`src/rtl/lcd_pkg.sv`:
```
`default_nettype none
// ============================================================================
//  Module      : lcd_pkg
//  Description : Shared opcodes, FSM encodings, DDRAM line bases and address
//                stepping for the 4-bit character-LCD bus receiver.
//  Revision    : 1.0  initial release
// ============================================================================
package lcd_pkg;

    localparam logic [7:0] CMD_CLEAR     = 8'h01;
    localparam logic [7:0] CMD_HOME      = 8'h02;
    localparam logic [7:0] CMD_ENTRY     = 8'h04;
    localparam logic [7:0] CMD_SET_DDRAM = 8'h80;
    localparam logic [7:0] c_INIT_4BIT   = 8'h20;

    localparam logic [6:0] c_LINE1_BASE = 7'h00;
    localparam logic [6:0] c_LINE2_BASE = 7'h40;
    localparam logic [6:0] c_LINE_LAST  = 7'h27;

    typedef logic [1:0] state_t;
    localparam state_t c_ST_MODE8  = 2'd0;
    localparam state_t c_ST_NIB_HI = 2'd1;
    localparam state_t c_ST_NIB_LO = 2'd2;

    // Each line is 0x28 deep; stepping past either end jumps to the other line.
    function automatic logic [6:0] step_addr(input logic [6:0] addr,
                                             input logic       inc,
                                             input logic [6:0] line2_base);
        logic [6:0] last1;
        logic [6:0] last2;
        last1 = c_LINE1_BASE + c_LINE_LAST;
        last2 = line2_base + c_LINE_LAST;
        if (inc) begin
            if (addr == last1)      return line2_base;
            else if (addr == last2) return c_LINE1_BASE;
            else                    return addr + 7'd1;
        end else begin
            if (addr == c_LINE1_BASE)    return last2;
            else if (addr == line2_base) return last1;
            else                         return addr - 7'd1;
        end
    endfunction

endpackage
`default_nettype wire

```
`src/rtl/lcd_sync_edge.sv`:
```
`default_nettype none
// ============================================================================
//  Module      : lcd_sync_edge
//  Description : Two-flop synchronizer for E plus its side-band bus, with
//                falling-edge detection on the synchronized E.
//  Revision    : 1.0  initial release
// ============================================================================
module lcd_sync_edge #(
    parameter int DATA_W = 6
) (
    input  logic              clk,
    input  logic              rst,
    input  logic              i_e,
    input  logic [DATA_W-1:0] i_data,
    output logic              o_e_sync,
    output logic              o_e_fall,
    output logic [DATA_W-1:0] o_data_sync
);

    logic              r_e_meta;
    logic              r_e_sync;
    logic              r_e_prev;
    logic [DATA_W-1:0] r_d_meta;
    logic [DATA_W-1:0] r_d_sync;

    always_ff @(posedge clk) begin
        if (rst) begin
            r_e_meta <= 1'b0;
            r_e_sync <= 1'b0;
            r_e_prev <= 1'b0;
            r_d_meta <= '0;
            r_d_sync <= '0;
        end else begin
            r_e_meta <= i_e;
            r_e_sync <= r_e_meta;
            r_e_prev <= r_e_sync;
            r_d_meta <= i_data;
            r_d_sync <= r_d_meta;
        end
    end

    assign o_e_sync    = r_e_sync;
    assign o_e_fall    = r_e_prev & ~r_e_sync;
    assign o_data_sync = r_d_sync;

endmodule
`default_nettype wire

```
`src/rtl/lcd_bus_receiver.sv`:
```
`default_nettype none
// ============================================================================
//  Module      : lcd_bus_receiver
//  Description : 4-bit HD44780-style bus receiver: nibble reassembly, init,
//                command decode, busy/read-back and a 32-char screen shadow.
//  Revision    : 1.0  initial release
// ============================================================================
module lcd_bus_receiver
    import lcd_pkg::*;
#(
    parameter int         BUSY_CYCLES  = 40,
    parameter int         CLEAR_CYCLES = 1600,
    parameter logic [6:0] LINE2_BASE   = c_LINE2_BASE
) (
    input  logic         clk,
    input  logic         rst,
    input  logic         lcd_e,
    input  logic         lcd_rs,
    input  logic         lcd_rw,
    input  logic [3:0]   lcd_dat_in,
    output logic [3:0]   lcd_dat_out,
    output logic         lcd_dat_oe,
    output logic [255:0] frame,
    output logic         byte_valid,
    output logic [7:0]   byte_data,
    output logic         byte_rs,
    output logic [6:0]   ddram_addr,
    output logic         busy,
    output logic         four_bit,
    output logic         overrun
);

    localparam int c_MAX_CYC = (CLEAR_CYCLES > BUSY_CYCLES) ? CLEAR_CYCLES : BUSY_CYCLES;
    localparam int c_CNT_W   = $clog2(c_MAX_CYC + 1);
    localparam logic [c_CNT_W-1:0] c_BUSY_LOAD  = c_CNT_W'(BUSY_CYCLES);
    localparam logic [c_CNT_W-1:0] c_CLEAR_LOAD = c_CNT_W'(CLEAR_CYCLES);

    logic               w_e_sync;
    logic               w_fall;
    logic               w_rs;
    logic               w_rw;
    logic [3:0]         w_dat;
    state_t             r_state;
    state_t             w_state_nxt;
    logic               w_byte_done;
    logic               w_mode8_byte;
    logic               w_latch_hi;
    logic [7:0]         w_byte;
    logic               w_byte_rs;
    logic [3:0]         r_hi_nib;
    logic               r_hi_rs;
    logic               r_hi_rw;
    logic [c_CNT_W-1:0] r_busy_cnt;
    logic               w_busy;
    logic               w_busy_hot;
    logic [6:0]         r_addr;
    logic               r_inc;
    logic [7:0]         r_chars [0:31];
    logic               w_map_hit;
    logic [4:0]         w_map_idx;
    logic [6:0]         w_line2_off;
    logic               r_four_bit;
    logic               r_overrun;
    logic               r_byte_valid;
    logic [7:0]         r_byte_data;
    logic               r_byte_rs;
    logic               r_dat_oe;
    logic [3:0]         r_dat_out;

    lcd_sync_edge #(
        .DATA_W (6)
    ) u_sync (
        .clk         (clk),
        .rst         (rst),
        .i_e         (lcd_e),
        .i_data      ({lcd_rs, lcd_rw, lcd_dat_in}),
        .o_e_sync    (w_e_sync),
        .o_e_fall    (w_fall),
        .o_data_sync ({w_rs, w_rw, w_dat})
    );

    always_ff @(posedge clk) begin
        if (rst) r_state <= c_ST_MODE8;
        else     r_state <= w_state_nxt;
    end

    // Low nibble completes with the RS/RW captured on the high nibble.
    always_comb begin
        w_state_nxt  = r_state;
        w_byte_done  = 1'b0;
        w_mode8_byte = 1'b0;
        w_latch_hi   = 1'b0;
        w_byte       = 8'h00;
        w_byte_rs    = 1'b0;
        case (r_state)
            c_ST_MODE8: begin
                if (w_fall && !w_rw) begin
                    w_byte_done  = 1'b1;
                    w_mode8_byte = 1'b1;
                    w_byte       = {w_dat, 4'h0};
                    w_byte_rs    = w_rs;
                    if ({w_dat, 4'h0} == c_INIT_4BIT) w_state_nxt = c_ST_NIB_HI;
                end
            end
            c_ST_NIB_HI: begin
                if (w_fall) begin
                    w_latch_hi  = 1'b1;
                    w_state_nxt = c_ST_NIB_LO;
                end
            end
            c_ST_NIB_LO: begin
                if (w_fall) begin
                    w_state_nxt = c_ST_NIB_HI;
                    if (!r_hi_rw) begin
                        w_byte_done = 1'b1;
                        w_byte      = {r_hi_nib, w_dat};
                        w_byte_rs   = r_hi_rs;
                    end
                end
            end
            default: w_state_nxt = c_ST_MODE8;
        endcase
    end

    assign w_busy      = (r_busy_cnt != '0);
    assign w_busy_hot  = (r_busy_cnt > c_CNT_W'(1));
    assign w_line2_off = r_addr - LINE2_BASE;

    always_comb begin
        w_map_hit = 1'b0;
        w_map_idx = 5'd0;
        if (r_addr < 7'd16) begin
            w_map_hit = 1'b1;
            w_map_idx = r_addr[4:0];
        end else if (r_addr >= LINE2_BASE && w_line2_off < 7'd16) begin
            w_map_hit = 1'b1;
            w_map_idx = {1'b1, w_line2_off[3:0]};
        end
    end

    always_ff @(posedge clk) begin
        if (rst) begin
            r_hi_nib     <= 4'h0;
            r_hi_rs      <= 1'b0;
            r_hi_rw      <= 1'b0;
            r_busy_cnt   <= '0;
            r_addr       <= 7'h00;
            r_inc        <= 1'b1;
            r_four_bit   <= 1'b0;
            r_overrun    <= 1'b0;
            r_byte_valid <= 1'b0;
            r_byte_data  <= 8'h00;
            r_byte_rs    <= 1'b0;
            r_dat_oe     <= 1'b0;
            r_dat_out    <= 4'h0;
            for (int i = 0; i < 32; i++) r_chars[i] <= 8'h20;
        end else begin
            r_byte_valid <= w_byte_done;
            r_dat_oe     <= w_e_sync & w_rw;
            if (w_e_sync && w_rw)
                r_dat_out <= (r_state == c_ST_NIB_LO) ? r_addr[3:0] : {w_busy, r_addr[6:4]};
            else
                r_dat_out <= 4'h0;
            if (w_latch_hi) begin
                r_hi_nib <= w_dat;
                r_hi_rs  <= w_rs;
                r_hi_rw  <= w_rw;
            end
            if (w_busy) r_busy_cnt <= r_busy_cnt - c_CNT_W'(1);
            if (w_byte_done) begin
                r_byte_data <= w_byte;
                r_byte_rs   <= w_byte_rs;
                if (w_mode8_byte) begin
                    if (w_byte == c_INIT_4BIT) r_four_bit <= 1'b1;
                end else begin
                    if (w_busy_hot) r_overrun <= 1'b1;
                    r_busy_cnt <= c_BUSY_LOAD;
                    if (w_byte_rs) begin
                        if (w_map_hit) r_chars[w_map_idx] <= w_byte;
                        r_addr <= step_addr(r_addr, r_inc, LINE2_BASE);
                    end else if (w_byte == CMD_CLEAR) begin
                        for (int i = 0; i < 32; i++) r_chars[i] <= 8'h20;
                        r_addr     <= 7'h00;
                        r_inc      <= 1'b1;
                        r_busy_cnt <= c_CLEAR_LOAD;
                    end else if (w_byte[7:1] == CMD_HOME[7:1]) begin
                        r_addr     <= 7'h00;
                        r_busy_cnt <= c_CLEAR_LOAD;
                    end else if (w_byte[7:2] == CMD_ENTRY[7:2]) begin
                        r_inc <= w_byte[1];
                    end else if ((w_byte & CMD_SET_DDRAM) != 8'h00) begin
                        r_addr <= w_byte[6:0];
                    end
                end
            end
        end
    end

    // Char 0 occupies the top byte of the frame.
    for (genvar gi = 0; gi < 32; gi++) begin : g_frame
        assign frame[255-8*gi -: 8] = r_chars[gi];
    end

    assign lcd_dat_out = r_dat_out;
    assign lcd_dat_oe  = r_dat_oe;
    assign byte_valid  = r_byte_valid;
    assign byte_data   = r_byte_data;
    assign byte_rs     = r_byte_rs;
    assign ddram_addr  = r_addr;
    assign busy        = w_busy;
    assign four_bit    = r_four_bit;
    assign overrun     = r_overrun;

endmodule
`default_nettype wire

```
`config.mk`:
```
export PLATFORM = sky130hd
export DESIGN_NAME = lcd_bus_receiver
export DESIGN_NICKNAME = d
export VERILOG_FILES = /design/src/rtl/lcd_pkg.sv /design/src/rtl/lcd_sync_edge.sv /design/src/rtl/lcd_bus_receiver.sv
export SDC_FILE = /design/constraint.sdc
export NUM_CORES = 1
export LEC_CHECK = 0
export BUFFER_PORTS_ARGS = -buffer_cell sky130_fd_sc_hd__buf_4
export CORE_ASPECT_RATIO = 1.75
export CORE_MARGIN = 2
export CORE_UTILIZATION = 53
export CTS_BUF_LIST = sky130_fd_sc_hd__clkbuf_16
export DETAILED_ROUTE_END_ITERATION = 12
export GPL_ROUTABILITY_DRIVEN = 0
export PLACE_DENSITY = 0.79
export SKIP_LAST_GASP = 1
export SLEW_MARGIN = 0
export SYNTH_ARGS = -nofsm -noshare
export SYNTH_HDL_FRONTEND = slang
export SYNTH_HIERARCHICAL = 1
export SYNTH_SLANG_ARGS = --single-unit
```
`constraint.sdc`:
```
create_clock -name clk -period 5.7 [get_ports clk]
set_clock_uncertainty 0.15 [all_clocks]
set_input_delay 0.855 -clock clk [delete_from_list [all_inputs] [get_ports clk]]
set_output_delay 0.855 -clock clk [all_outputs]
set_load 0.005 [all_outputs]
```
# Word level (Yosys, flattened, before mapping)
# Memories as Yosys holds them, arrays and structs flattened.
# Index checks and enable logic that the tools add are counted.
dict set report totals {
  mem_bits_rw 256
  mem_count 1
  out_inout_bits 281
  latchBits 0
  input_bits 9
  mem_bits_ro 0
  word_cells 191
  register_bits 59
}
dict set report classes {
  n_mul 0
  n_eq_ne 16
  bitwise_logic 38
  n_addsub 4
  n_reduce_logical 16
  div_mod_pow 0
  n_mux 93
  magnitude_cmp 4
  n_shift 0
}
# memory words width read_ports rd_clocked_by_memory_dff wr line_no
set mem_list {}
lappend mem_list {r_chars 32 8 32 0 32 lcd_bus_receiver.sv:58} ;# logic [7:0] r_chars [0:31];
# op count
set ops {}
lappend ops {{8-bit two-way mux} 36}
lappend ops {{7-bit two-way mux} 10}
lappend ops {{11-bit two-way mux} 6}
lappend ops {{1-bit bitwise OR} 32}
lappend ops {{1-bit two-way mux} 29}
lappend ops {{8-bit one-hot mux with 2 select lines} 1}
lappend ops {{5-bit two-way mux} 3}
lappend ops {{7-bit == test, second input constant} 2}
lappend ops {{7-bit by 5-bit < comparator with 1-bit output, second input constant} 2}
lappend ops {{11-bit by 1-bit greater-than comparator with 1-bit output, second input constant} 1}
lappend ops {{11-bit nonzero test} 1}
lappend ops {{11-bit by 1-bit subtractor with 11-bit output, second input constant} 1}
lappend ops {{2-bit inequality test, second input constant} 5}
lappend ops {{8-bit by 1-bit == test with 1-bit output, second input constant} 1}
lappend ops {{8-bit by 6-bit == test with 1-bit output, second input constant} 1}
lappend ops {{2-bit two-way mux} 4}
lappend ops {{4-bit AND reduction} 2}
lappend ops {{8-bit OR reduction} 1}
lappend ops {{7-bit by 1-bit adder with 7-bit output, second input constant} 1}
lappend ops {{7-bit by 1-bit == test with 1-bit output, second input constant} 1}
lappend ops {{7-bit by 6-bit == test with 1-bit output, second input constant} 1}
lappend ops {{7-bit >= comparator, second input constant} 1}
lappend ops {{7-bit zero test} 1}
lappend ops {{7-bit by 1-bit subtractor with 7-bit output, second input constant} 1}
lappend ops {{19 further kinds} 27}

# Logic depth before layout (Yosys ltp)
dict set report logic_depth {
  depth_word 14
  mapped_depth 8
  ltp_nobuf 7
}

# Modules after synthesis
# Netlist, hierarchy kept.
# module cells_each area_each_um2 seq_area_each_um2 n_inst
set modules_own_cells {}
lappend modules_own_cells {lcd_bus_receiver 907 11551.1 8568.2 1}
lappend modules_own_cells {lcd_sync_edge 32 439.2 300.3 1}

# Worst setup path after synthesis
# Ideal clock, no wire load.
dict set report synth_path {
  path_type {input -> register}
  start {input port rst}
  end {memory r_chars[26][0], enable pin}
  setup_time_ns 0.329
  path_stages 6
  arrival_ns 2.343
  slack_ns 2.877
  path_buffers 2
  required_time_ns 5.221
  cell_sequence {clkbuf_1 -> nand3b_1 -> nor4_2 -> buf_4 -> nand2_1 -> nand2_1}
}
# item line_no
set synth_rtl {}
lappend synth_rtl {{from (decl)} lcd_bus_receiver.sv:16} ;# input logic rst,
lappend synth_rtl {{to (decl)} lcd_bus_receiver.sv:58}

==> results.json <==
{
  "detail-route-antenna-nets": 0,
  "cts_setup_buffers": 0,
  "clk_latency_ps": 530,
  "outcome": "complete, no violations",
  "ys_types": 63,
  "grt_overflow": 0,
  "io_pins": 290,
  "cts_hold_buf": 0,
  "synth-main-ff-cell": "edfxtp_1",
  "rsz0062_at_grt": "false",
  "fin_ws_ps": 1472,
  "worstPathRequired_ps": 5740,
  "root_buffer": "clkbuf_16",
  "synth.yosys.warnings": 6,
  "finalSetupViolations": 0,
  "nets": 1221,
  "async_flop_share": 0,
  "ys_ff_latch": 315,
  "cp-end-kind": "register",
  "syn2layout_area_growth_pct": 27.22,
  "die_h_um": 203.0,
  "hold_class": "register to register",
  "irDropWorstVdd_mv": 0.3085,
  "die_area_sq_um": 23890,
  "dr.pass1.iters": 5,
  "worstPathArrival_ps": 4270,
  "yosysSeqAreaShare": 0.7396,
  "tritoncts": "built",
  "path_clk_slew_ps": 70,
  "finalHoldViolCount": 0,
  "drv_cap": 0,
  "drc": 0,
  "row_count": 72,
  "min_path_cells": 1,
  "avgSynthCellArea_sq_um": 12.77,
  "diodes": 0,
  "start_util": 0.5410,
  "cts_resized": 0,
  "fin_crit_sh": 0.7418,
  "finalSetupTns_ps": 0,
  "drtIter0Drc": 803,
  "syn_nets": 952,
  "preCtsSetupSlack_ps": 1430,
  "grt_max_degree": 53,
  "cp_max_fo": 18,
  "syn_inst": 939,
  "cts.sinks": 315,
  "worst_slew_pin_slew_ps": 1253,
  "antenna_found_initial": 0,
  "die_x_um": 117.7,
  "clockBufferDepth": 3,
  "vias_per_cell": 5.545,
  "drive_gt1_frac": 0.3094,
  "cts_buffers": 26,
  "cts_max_level": 1,
  "synth-edff-count": 256,
  "first_global_vias": 8091,
  "wl_per_cell_um": 20.72,
  "critPathLaunchType": "register",
  "power.leakage_nw": 5.708,
  "max_slew_margin": 0.1584,
  "max_freq_mhz": 236.5,
  "drv_slew": 0,
  "hpwl_um": 21400,
  "wl_um": 31570,
  "post-route-min-period_ps": 4228,
  "grt_pass1_wl_um": 46550,
  "io_buffers": 289,
  "syn_area_sq_um": 11990,
  "vias": 8450,
  "coreArea_sq_um": 22160,
  "r2r_cells": 6,
  "timing.hold.ws_ps": 287.4,
  "powerDensity_nw_per_um2": 307.4,
  "critPathKind": "register to register",
  "track_usage": 0.2547
}
[kinds of logic (layout without fill, tap and decap cells)]
logic type	Yosys count	count (layout)	synth area share
AOI/OAI and AO/OA	66	66	0.03934
xor gates and xnor gates	13	13	0.009496
adders and majority gates	4	4	0.004174
buffers and inverters	65	354	0.02202
DFF	315	315	0.7396
muxes	11	11	0.009183
and+or+nand+nor	465	465	0.1761
[critical path, stage by stage (launching register included)]
cell	delay, ps
dfxtp_1	310
nor2b_1	360
and4bb_1	760
nand3b_1	440
nor3_2	1020
nand2_1	430
nand2_1	420
[layout by cell type (no fill, tap or decap), drive strengths merged, types with 2 or more instances in the layout]
cell,n
a31o,3
nor4,6
clkinv,9
nor2,263
xnor2,5
a22oi,5
clkinvlp,3
nor2b,14
nor4b,2
a31oi,4
nand3,42
clkbuf,27
inv,15
mux2i,11
or3,3
nand2,86
xor2,8
a311oi,3
buf,298
a21oi,19
and3,2
nor3b,3
a211oi,4
nor3,7
or4b,3
o21ai,10
o41ai,3
nand2b,6
nand3b,8
ha,4
and2b,5
bufinv,2
and2,5
o21bai,3
a32o,3
or2,5
dfxtp,59
edfxtp,256
[synth_stat cells (4+ instances only)]
library cell	instances	area [sq um]
a211oi_1	4	30.03
and2_1	5	31.28
nand2b_1	6	37.54
nor2b_1	7	43.79
buf_1	6	22.52
xnor2_1	5	43.79
edfxtp_1	256	7687
inv_1	8	30.03
clkbuf_1	42	157.7
a21oi_1	19	95.09
xor2_1	8	70.07
nor2b_2	7	61.31
or2_2	5	31.28
ha_1	4	50.05
a22oi_1	5	37.54
dfxtp_1	59	1181
buf_2	7	35.03
nor3_1	6	30.03
nor2_1	263	987.2
o21ai_0	10	50.05
nand3b_1	8	60.06
nand2_1	84	315.3
mux2i_1	11	110.1
nand3_1	42	210.2
[flip-flops by register name, summed over array words and instances (netlist names), 2 cells and up]
register and cells:
byte_data 8, ddram_addr 7, lcd_dat_out 4, r_busy_cnt 11
r_chars 256, r_hi_nib 4, r_state 2, u_sync/o_data_sync 6
u_sync/r_d_meta 6
[path summary, 6_finish.rpt]
check	slack (ps)	start	end
worst min-delay path	290	u_sync/r_d_meta[0]	u_sync/o_data_sync[0]
worst max-delay path	1470	u_sync/r_e_prev	r_chars[12][5]
worst min register to register	290	u_sync/r_d_meta[0]	u_sync/o_data_sync[0]
worst max register to register	1470	u_sync/r_e_prev	r_chars[12][5]
[through the flow]
stage | instances | utilization | power (mW) | cell area, sq um
after global placement | 1476 | 0.6506 | 2.983 | 14420
after floorplan | 939 | - | 2.836 | 11990
after CTS | 1524 | 0.6883 | 4.696 | 15250
after global routing | 1524 | 0.6883 | 4.813 | 15250
after detailed placement | 1476 | 0.6506 | 2.992 | 14420
final | 1524 | 0.6883 | 4.689 | 15250
[where the power goes]
part / total, mW / internal [mW] / switching (mW)
combinational: 0.341 / 0.157 / 0.184
sequential: 2.60 / 2.56 / 0.0440
clock: 1.75 / 0.954 / 0.791
total: 4.69 / 3.67 / 1.02
[final cells by class]
type | instances | area, sq um
clock buffer | 27 | 675.6
clock inverter | 21 | 160.2
fill | 1560 | 6908
inverter | 8 | 30.03
multi-input combinational | 559 | 2912
sequential | 315 | 8869
tap | 296 | 370.4
timing repair buffer | 298 | 2237
[routing by layer]
metal	vias to the layer above	global-route usage	share of wire
li1	3812	-	-
met2	495	0.4747	0.54
met3	99	0.03708	0.080
met5	-	0	0
met1	4044	0.2738	0.33
met4	0	0.1420	0.059
Power figures use the tool's default switching activity.
